**config.mk**
```make
export PLATFORM = sky130hd
export DESIGN_NAME = vga_sync
export DESIGN_NICKNAME = d
export VERILOG_FILES = /design/src/rtl/vga_pkg.sv /design/src/rtl/vga_counter.sv /design/src/rtl/vga_sync.sv
export SDC_FILE = /design/constraint.sdc
export NUM_CORES = 1
export LEC_CHECK = 0
export CORE_ASPECT_RATIO = 1.25
export CORE_MARGIN = 5
export CORE_UTILIZATION = 50
export CTS_BUF_LIST = sky130_fd_sc_hd__clkbuf_4
export DETAILED_ROUTE_END_ITERATION = 7
export PLACE_DENSITY = 0.74
export SETUP_SLACK_MARGIN = 0.5
export SYNTH_ARGS = -nofsm -noshare
export SYNTH_HDL_FRONTEND = slang
export SYNTH_SLANG_ARGS = --single-unit
```
**constraint.sdc**
```tcl
create_clock -name clk -period 1.8 [get_ports clk]
set_input_delay 0.27 -clock clk [delete_from_list [all_inputs] [get_ports clk]]
set_output_delay 0.27 -clock clk [all_outputs]
set_load 0.01 [all_outputs]
```
**src/rtl/vga_pkg.sv**
```systemverilog
// Shared definitions for the VGA raster timing path.
//   - Default 640x480@60 Hz timing constants and the derived line/frame totals.
//   - coord_t: the 10-bit row/column coordinate type used by every stage.
//   - to_coord(): integer-to-coordinate helper for building compare constants.
package vga_pkg;

  localparam int COORD_W = 10;

  localparam int DEF_H_VIS = 640;
  localparam int DEF_H_FP  = 16;
  localparam int DEF_H_SW  = 96;
  localparam int DEF_H_BP  = 48;
  localparam int DEF_V_VIS = 480;
  localparam int DEF_V_FP  = 10;
  localparam int DEF_V_SW  = 2;
  localparam int DEF_V_BP  = 33;

  localparam int DEF_H_TOTAL = DEF_H_VIS + DEF_H_FP + DEF_H_SW + DEF_H_BP;
  localparam int DEF_V_TOTAL = DEF_V_VIS + DEF_V_FP + DEF_V_SW + DEF_V_BP;

  typedef logic [COORD_W-1:0] coord_t;

  function automatic coord_t to_coord(input int v);
    return coord_t'(v);
  endfunction

endpackage

```
**src/rtl/vga_counter.sv**
```systemverilog
// Wrapping position counter used for both the column and row axes.
//   clk   : board clock
//   rst_n : asynchronous active-low reset, clears q to 0
//   en    : advance enable
//   q     : current count, 0..MAX
//   wrap  : high while en is high and q == MAX (the step that returns q to 0)
module vga_counter
  import vga_pkg::*;
#(
  parameter int MAX = DEF_H_TOTAL - 1
) (
  input  logic   clk,
  input  logic   rst_n,
  input  logic   en,
  output coord_t q,
  output logic   wrap
);

  localparam coord_t Q_MAX = to_coord(MAX);

  assign wrap = en && (q == Q_MAX);

  always_ff @(posedge clk or negedge rst_n) begin
    if (!rst_n) begin
      q <= '0;
    end else if (en) begin
      q <= wrap ? '0 : q + coord_t'(1);
    end
  end

endmodule

```
**src/rtl/vga_sync.sv**
```systemverilog
// Raster timing generator for the VGA output path.
// Divides clk into a pixel enable, runs column/row counters and produces
// active-low hsync/vsync plus a visible-area flag. The sync/visible outputs
// are delayed SYNC_DELAY clks so they line up with the registered
// framebuffer read driven from r/c.
//   clk         : board clock, rising edge
//   rst_n       : asynchronous active-low reset
//   r, c        : current row / column (counter registers, no latency)
//   pix_en      : one-clk pulse; r/c advance on the edge where it is high
//   hs, vs      : active-low syncs, SYNC_DELAY clks behind r/c
//   video_on    : visible-area flag, SYNC_DELAY clks behind r/c
//   frame_start : one-clk pulse on the last pixel of a frame (undelayed)
module vga_sync
  import vga_pkg::*;
#(
  parameter int H_VIS      = DEF_H_VIS,
  parameter int H_FP       = DEF_H_FP,
  parameter int H_SW       = DEF_H_SW,
  parameter int H_BP       = DEF_H_BP,
  parameter int V_VIS      = DEF_V_VIS,
  parameter int V_FP       = DEF_V_FP,
  parameter int V_SW       = DEF_V_SW,
  parameter int V_BP       = DEF_V_BP,
  parameter int CLK_DIV    = 2,
  parameter int SYNC_DELAY = 1
) (
  input  logic               clk,
  input  logic               rst_n,
  output logic [COORD_W-1:0] r,
  output logic [COORD_W-1:0] c,
  output logic               pix_en,
  output logic               hs,
  output logic               vs,
  output logic               video_on,
  output logic               frame_start
);

  localparam int H_TOTAL = H_VIS + H_FP + H_SW + H_BP;
  localparam int V_TOTAL = V_VIS + V_FP + V_SW + V_BP;

  localparam coord_t HS_FIRST = to_coord(H_VIS + H_FP);
  localparam coord_t HS_LAST  = to_coord(H_VIS + H_FP + H_SW - 1);
  localparam coord_t VS_FIRST = to_coord(V_VIS + V_FP);
  localparam coord_t VS_LAST  = to_coord(V_VIS + V_FP + V_SW - 1);
  localparam coord_t H_VIS_C  = to_coord(H_VIS);
  localparam coord_t V_VIS_C  = to_coord(V_VIS);

  // CLK_DIV is at most 8, so the divider never exceeds 7.
  localparam logic [2:0] DIV_LAST = 3'(CLK_DIV - 1);

  logic [2:0] div_cnt;
  coord_t     col_q;
  coord_t     row_q;
  logic       col_wrap;
  logic       row_wrap;
  logic       hs_d;
  logic       vs_d;
  logic       von_d;

  logic [SYNC_DELAY-1:0] hs_pipe;
  logic [SYNC_DELAY-1:0] vs_pipe;
  logic [SYNC_DELAY-1:0] von_pipe;

  assign pix_en = (div_cnt == DIV_LAST);

  always_ff @(posedge clk or negedge rst_n) begin
    if (!rst_n) begin
      div_cnt <= '0;
    end else if (pix_en) begin
      div_cnt <= '0;
    end else begin
      div_cnt <= div_cnt + 3'd1;
    end
  end

  vga_counter #(
    .MAX (H_TOTAL - 1)
  ) u_col (
    .clk   (clk),
    .rst_n (rst_n),
    .en    (pix_en),
    .q     (col_q),
    .wrap  (col_wrap)
  );

  vga_counter #(
    .MAX (V_TOTAL - 1)
  ) u_row (
    .clk   (clk),
    .rst_n (rst_n),
    .en    (col_wrap),
    .q     (row_q),
    .wrap  (row_wrap)
  );

  assign r = row_q;
  assign c = col_q;

  // Row wrap is only possible on a column wrap, which itself requires
  // pix_en, so it is exactly the last-pixel-of-frame condition.
  assign frame_start = row_wrap;

  assign hs_d  = !((col_q >= HS_FIRST) && (col_q <= HS_LAST));
  assign vs_d  = !((row_q >= VS_FIRST) && (row_q <= VS_LAST));
  assign von_d = (col_q < H_VIS_C) && (row_q < V_VIS_C);

  // Free-running on clk (not pix_en) so the delay is counted in clks.
  always_ff @(posedge clk or negedge rst_n) begin
    if (!rst_n) begin
      hs_pipe  <= '1;
      vs_pipe  <= '1;
      von_pipe <= '0;
    end else begin
      hs_pipe[0]  <= hs_d;
      vs_pipe[0]  <= vs_d;
      von_pipe[0] <= von_d;
      for (int i = 1; i < SYNC_DELAY; i++) begin
        hs_pipe[i]  <= hs_pipe[i-1];
        vs_pipe[i]  <= vs_pipe[i-1];
        von_pipe[i] <= von_pipe[i-1];
      end
    end
  end

  assign hs       = hs_pipe[SYNC_DELAY-1];
  assign vs       = vs_pipe[SYNC_DELAY-1];
  assign video_on = von_pipe[SYNC_DELAY-1];

endmodule

```
# Word-level counts from Yosys, hierarchy flattened
# Cells that the tools add are included.
[word_totals]
ff_bits = 26
in_bits = 2
out_inout_bits = 25
wordCells = 28
[classes]
add_sub_neg = 3
magnitude_cmp = 6
n_eq_ne = 3
n_mux = 3
reduce_logical = 7
[op_table]
columns = ["operator", "n"]
rows = [
  ["$add 10x1->10 const B", 2],
  ["$eq 10x10->1 const B", 2],
  ["$mux 10", 2],
  ["$ge 10x10->1 const B", 1],
  ["$ge 10x9->1 const B", 1],
  ["$le 10x10->1 const B", 1],
  ["$le 10x9->1 const B", 1],
  ["$lt 10x10->1 const B", 1],
  ["$lt 10x9->1 const B", 1],
  ["$logic_and 1x1->1", 5],
  ["$add 3x1->3 const B", 1],
  ["$eq 3x1->1 const B", 1],
  ["$mux 3", 1],
  ["$logic_not 1->1", 2],
]

# Longest topological paths before layout
[depth]
word_depth = 4
depth_mapped = 6
mapped_depth_nobuf = 6

# By module
# From an unflattened synthesis, not the netlist that was laid out.
[unflattened]
cells_unflattened = 121
hier_area_um2 = 1322.5
[modules_own_cells]
columns = ["module", "instances", "cells_per_inst", "area_per_inst_um2", "seq_area_each_um2"]
rows = [
  ["vga_counter at u_row", 1, 52, 544.3, 250.2],
  ["vga_counter at u_col", 1, 47, 526.8, 250.2],
  ["vga_sync", 1, 22, 251.5, 152.6],
]

# Least setup slack after synthesis
# OpenSTA, ideal clock, no wires.
[synth_path]
path_kind = "register -> register"
startpoint = "register u_row.q[0]"
endpoint = "register u_row.q[6]"
setup_ns = 0.076
arrival_time_ns = 1.658
required_time_ns = 1.724
setup_slack_ns = 0.066
path_stages_with_launch = 7
n_path_buf = 0
period_less_slack_ns = 1.734
path_cell_list = "dfrtp_1 -> inv_1 -> ha_1 -> and4bb_2 -> and3_1 -> or4_1 -> o21ai_1"
[synth_via]
elab_chain_len = 3
word_cells_on_any_way = 4
classes_between = "add/sub: 1; eq/ne: 1; mux: 1; reduce/logical: 1"
[synth_rtl]
columns = ["item", "line_no", "rtl"]
rows = [
  ["start, declared", "vga_counter.sv:15", "output coord_t q,"],
  ["start signal, assigned", "vga_counter.sv:27", "q <= wrap ? '0 : q + coord_t'(1);"],
  ["branches (longest 2 deep; another with $add 10x1->10)", "n/a", ""],
  ["$mux 10 (*)", "vga_counter.sv:27", ""],
]
# Mark *: on every way between the ends.
# A chain may end at the register's enable or synchronous reset.

# Final worst setup path
[layout_path]
startpoint = "register u_col.q[5]"
endpoint = "output port frame_start"
[layout_via]
elab_chain_len = 3
[layout_rtl]
columns = ["item", "line_no", "rtl"]
rows = [
  ["start, declared", "vga_counter.sv:15", ""],
  ["start signal, assigned", "vga_counter.sv:27", ""],
  ["$eq 10x10->1", "vga_counter.sv:21", "assign wrap = en && (q == Q_MAX);"],
  ["$logic_and 1x1->1 (2 in series)", "vga_counter.sv:21", ""],
  ["end, declared", "vga_sync.sv:35", "output logic frame_start"],
]
# No other way between the ends.

==> key figures <==
Floorplan
  – Initial Util: between 50% and 60%
  – DIE AREA: roughly 0.0039 mm²
  – Site Rows: 21
  – Die width: between 50 and 60 µm
  – Ports: 27
  – Core ar.: approximately 0.0027 mm²
  – Vertical die dimension: ~70 µm

Placed design
  – Placed cell count: 223
  – Hpwl dp: roughly 2600 µm
  – IO buf count: 26
  – Placer Congestion: 0.803

Drt
  – Drt first pass iters: 4
  – Detailed Route Iter0 Violations: between 50 and 60
  – Drt via density: 5.82
  – Final WL: 5090 µm
  – Post-DR wirelength/cell: 20.1 µm
  – Via Count: 1473
  – DRC: 0
  – Post-DRT Antenna Nets: 0

Clock network
  – Hold buffers post-CTS: 0
  – TritonCTS clock tree: yes
  – Inserted Clock Buffers: 3
  – Root buf cell: clkbuf_4
  – Worst-path clk slew: about 0.15 ns
  – H-Tree Depth: 1
  – CTS Buffer Depth: 2
  – CTS sink count: 26
  – Clock insertion delay at the later pin of the skew report: 0.33 ns

Timing
  – Final max-slew violation count: 0
  – Minimum clock period: 1.85 ns
  – FMAX: approximately 540 MHz
  – Setup violations, final: 3
  – Setup ws final: -0.0542 ns
  – Relative slew slack: 72.9%
  – Final hold vios: 0
  – Worst slew pin tran: about 0.4 ns
  – Clock skew: ~0.0095 ns
  – Period utilization: 103%
  – RSZ-0062 raised after global routing: true

Critical path
  – CP startpoint: u_col.q[5]
  – Worst reg2reg path endpoint: u_row.q[6]
  – R2r setup slk: -0.05 ns
  – CP endpoint: frame_start
  – CP Launch Type: flip-flop
  – Worst r2r src: u_row.q[0]
  – CP Capture Type: output port
  – Worst EP arrival: ~1.6 ns
  – Crit path kind: reg -> out
  – Critical Path Fanout Max: 2
  – FF-to-FF path depth: 8
  – Data required, critical path: approximately 1.5 ns

Logic synthesis
  – Most common cell in the synthesized netlist: dfrtp_1
  – Area share of xor/xnor cells in the synthesized design: under 10%
  – Cell variety after synth: 35
  – Post-synth top cells: dfrtp_1 (24), o21ai_0 (12), nand2_1 (11), nand3_1 (10)
  – Mapped Area: approximately 0.0014 mm²
  – Simple-gate share of the synthesized area: about a quarter
  – Seq/Total Area, Yosys: between 40% and 50%
  – Compound-Gate Fraction of Synth Area: between 10% and 20%
  – Synthesized Nets: 146
  – Avg Inst Size Synth: 9.76 µm²
  – Mux share of post-synthesis cell area: less than 1%
  – #FFs+latches synth: 26
  – Post-synth top area share: ~44%
  – Synthesized-area fraction occupied by adder cells: around 4.6%
  – Post-synth top flop: dfrtp_1
  – YS warnings: 0
  – EDFF count, synth: 0
  – Async S/R FF share, synth: 100%
  – Main combinational cell family by area after synthesis: simple AND/OR/NAND/NOR gates
  – Cells after Synth: between 100 and 150
  – Synth area leaders: dfrtp_1 (44%), ha_1 (4.6%), o21ai_0 (4.4%)
  – Dominant cell type by area after synthesis: dfrtp_1

GRT
  – Pin count of the biggest net entering global routing: 27
  – GRT Overall Usage: between 20% and 30%
  – GRT Residual Overflow: 0
  – Vias in the first global route: approximately 1500
  – First-pass GRT wire length: between 6000 and 7000 µm
  – Antenna violations before repair: 0

Status
  – Outcome: finished, violations left
  – Failing checks: setup timing

Power
  – Final Power: just over 1 mW
  – P_leak: 1.10 nW
  – Maximum vdd ir drop: about 0.60 mV
  – Pwr Density: ~420 mW/mm²

Flow run
  – Max-Cap Viols: 0

Min path
  – Hold WC Path Type: in -> async

Cells and area
  – Fill count: around 100
  – Nets: 227
  – ANT cells: 0
  – Syn-to-layout area delta: 78.3%
  – Final non-filler cell total: roughly 250
  – Layout cells sized above 1: roughly 60%
final cells by class:
class | instances | area [µm²] | area share [%]
Clock inverter | 1 | 30.0 | 1.24
Clock buffer | 3 | 22.5 | 0.931
Tap cell | 34 | 42.5 | 1.76
Timing Repair Buffer | 79 | 749 | 31.0
Inverter | 8 | 30.0 | 1.24
Sequential cell | 26 | 661 | 27.3
Multi-Input combinational cell | 102 | 883 | 36.5
registers in the layout (all words and copies together), names as in the netlist:
name and flops:
hs 1, div_cnt 3, u_col.q 10, vs 1
video_on 1, u_row.q 10
cells in the final DEF, fill, tap and decap left out, types with 4 or more instances in the layout:
master | Yosys | routed
nand2_1 | 11 | 8
nand3_1 | 10 | 6
buf_4 | 0 | 27
nor3_1 | 7 | 5
buf_6 | 0 | 41
nor2_4 | 0 | 4
dfrtp_2 | 0 | 6
nand4_1 | 5 | 5
and2_1 | 5 | 5
inv_1 | 8 | 6
buf_2 | 1 | 7
dfrtp_1 | 24 | 18
o21ai_2 | 0 | 6
a21o_1 | 4 | 4
kinds of logic (layout without fill, tap and decap cells):
logic type	count (synthesis)	in the layout
buf+inv	11	91
simple gates	61	61
xor+xnor	7	7
mux	1	1
fa+ha+maj	5	5
flops	26	26
compound gates	28	28
worst min path at each step:
stage	startpoint	end	slack, ns	cells after the start
after global routing	rst_n	div_cnt[0]	0.29	2
after floorplan	rst_n	div_cnt[0]	-0.03	0
final	rst_n	div_cnt[0]	0.29	2
after global placement	div_cnt[0]	div_cnt[0]	0.47	1
after detailed placement	div_cnt[0]	div_cnt[0]	0.51	1
after CTS	rst_n	u_row.q[5]	0.29	2
layer usage:
metal,global-route usage (%),routed length [µm]
met5,0,0
met2,45.4,2920
met1,23.7,1820
met3,3.58,193
met4,15.1,153
critical path, cell delays in order (launching register included):
cell     delay [ns]
dfrtp_2        0.45
nor4b_4        0.34
nand4_2        0.19
nor2_2         0.14
buf_2          0.14
power breakdown:
| group | total, mW | switching [mW] | internal (mW) | leakage, nW |
|---|---|---|---|---|
| clock | 0.411 | 0.185 | 0.225 | 0.0279 |
| combinational | 0.0149 | 0.0115 | 0.00333 | 0.742 |
| sequential | 0.584 | 0 | 0.584 | 0.327 |
| total | 1.01 | 0.197 | 0.813 | 1.10 |
what timing repair did:
action	in CTS	in global routing
gates cloned	0	0
setup endpoints to repair	42	42
pin swaps	16	15
buffers inserted	18	8
gates resized for setup	152	37
per-stage QoR:
| stage | TNS [ns] | utilization, % | setup slack [ns] | area, µm² | hold slack (ns) |
|---|---|---|---|---|---|
| after floorplan | 0 | - | 0.204 | 1430 | -0.0256 |
| after global placement | -0.0232 | 71.6 | -0.0232 | 1900 | 0.469 |
| after detailed placement | -0.0388 | 71.6 | -0.0388 | 1900 | 0.514 |
| after CTS | -0.0239 | 82.3 | -0.0125 | 2180 | 0.293 |
| after global routing | -0.329 | 91.1 | -0.115 | 2420 | 0.291 |
| final | -0.144 | 91.1 | -0.0542 | 2420 | 0.290 |
Note: power is estimated with default switching activity, not from simulation.
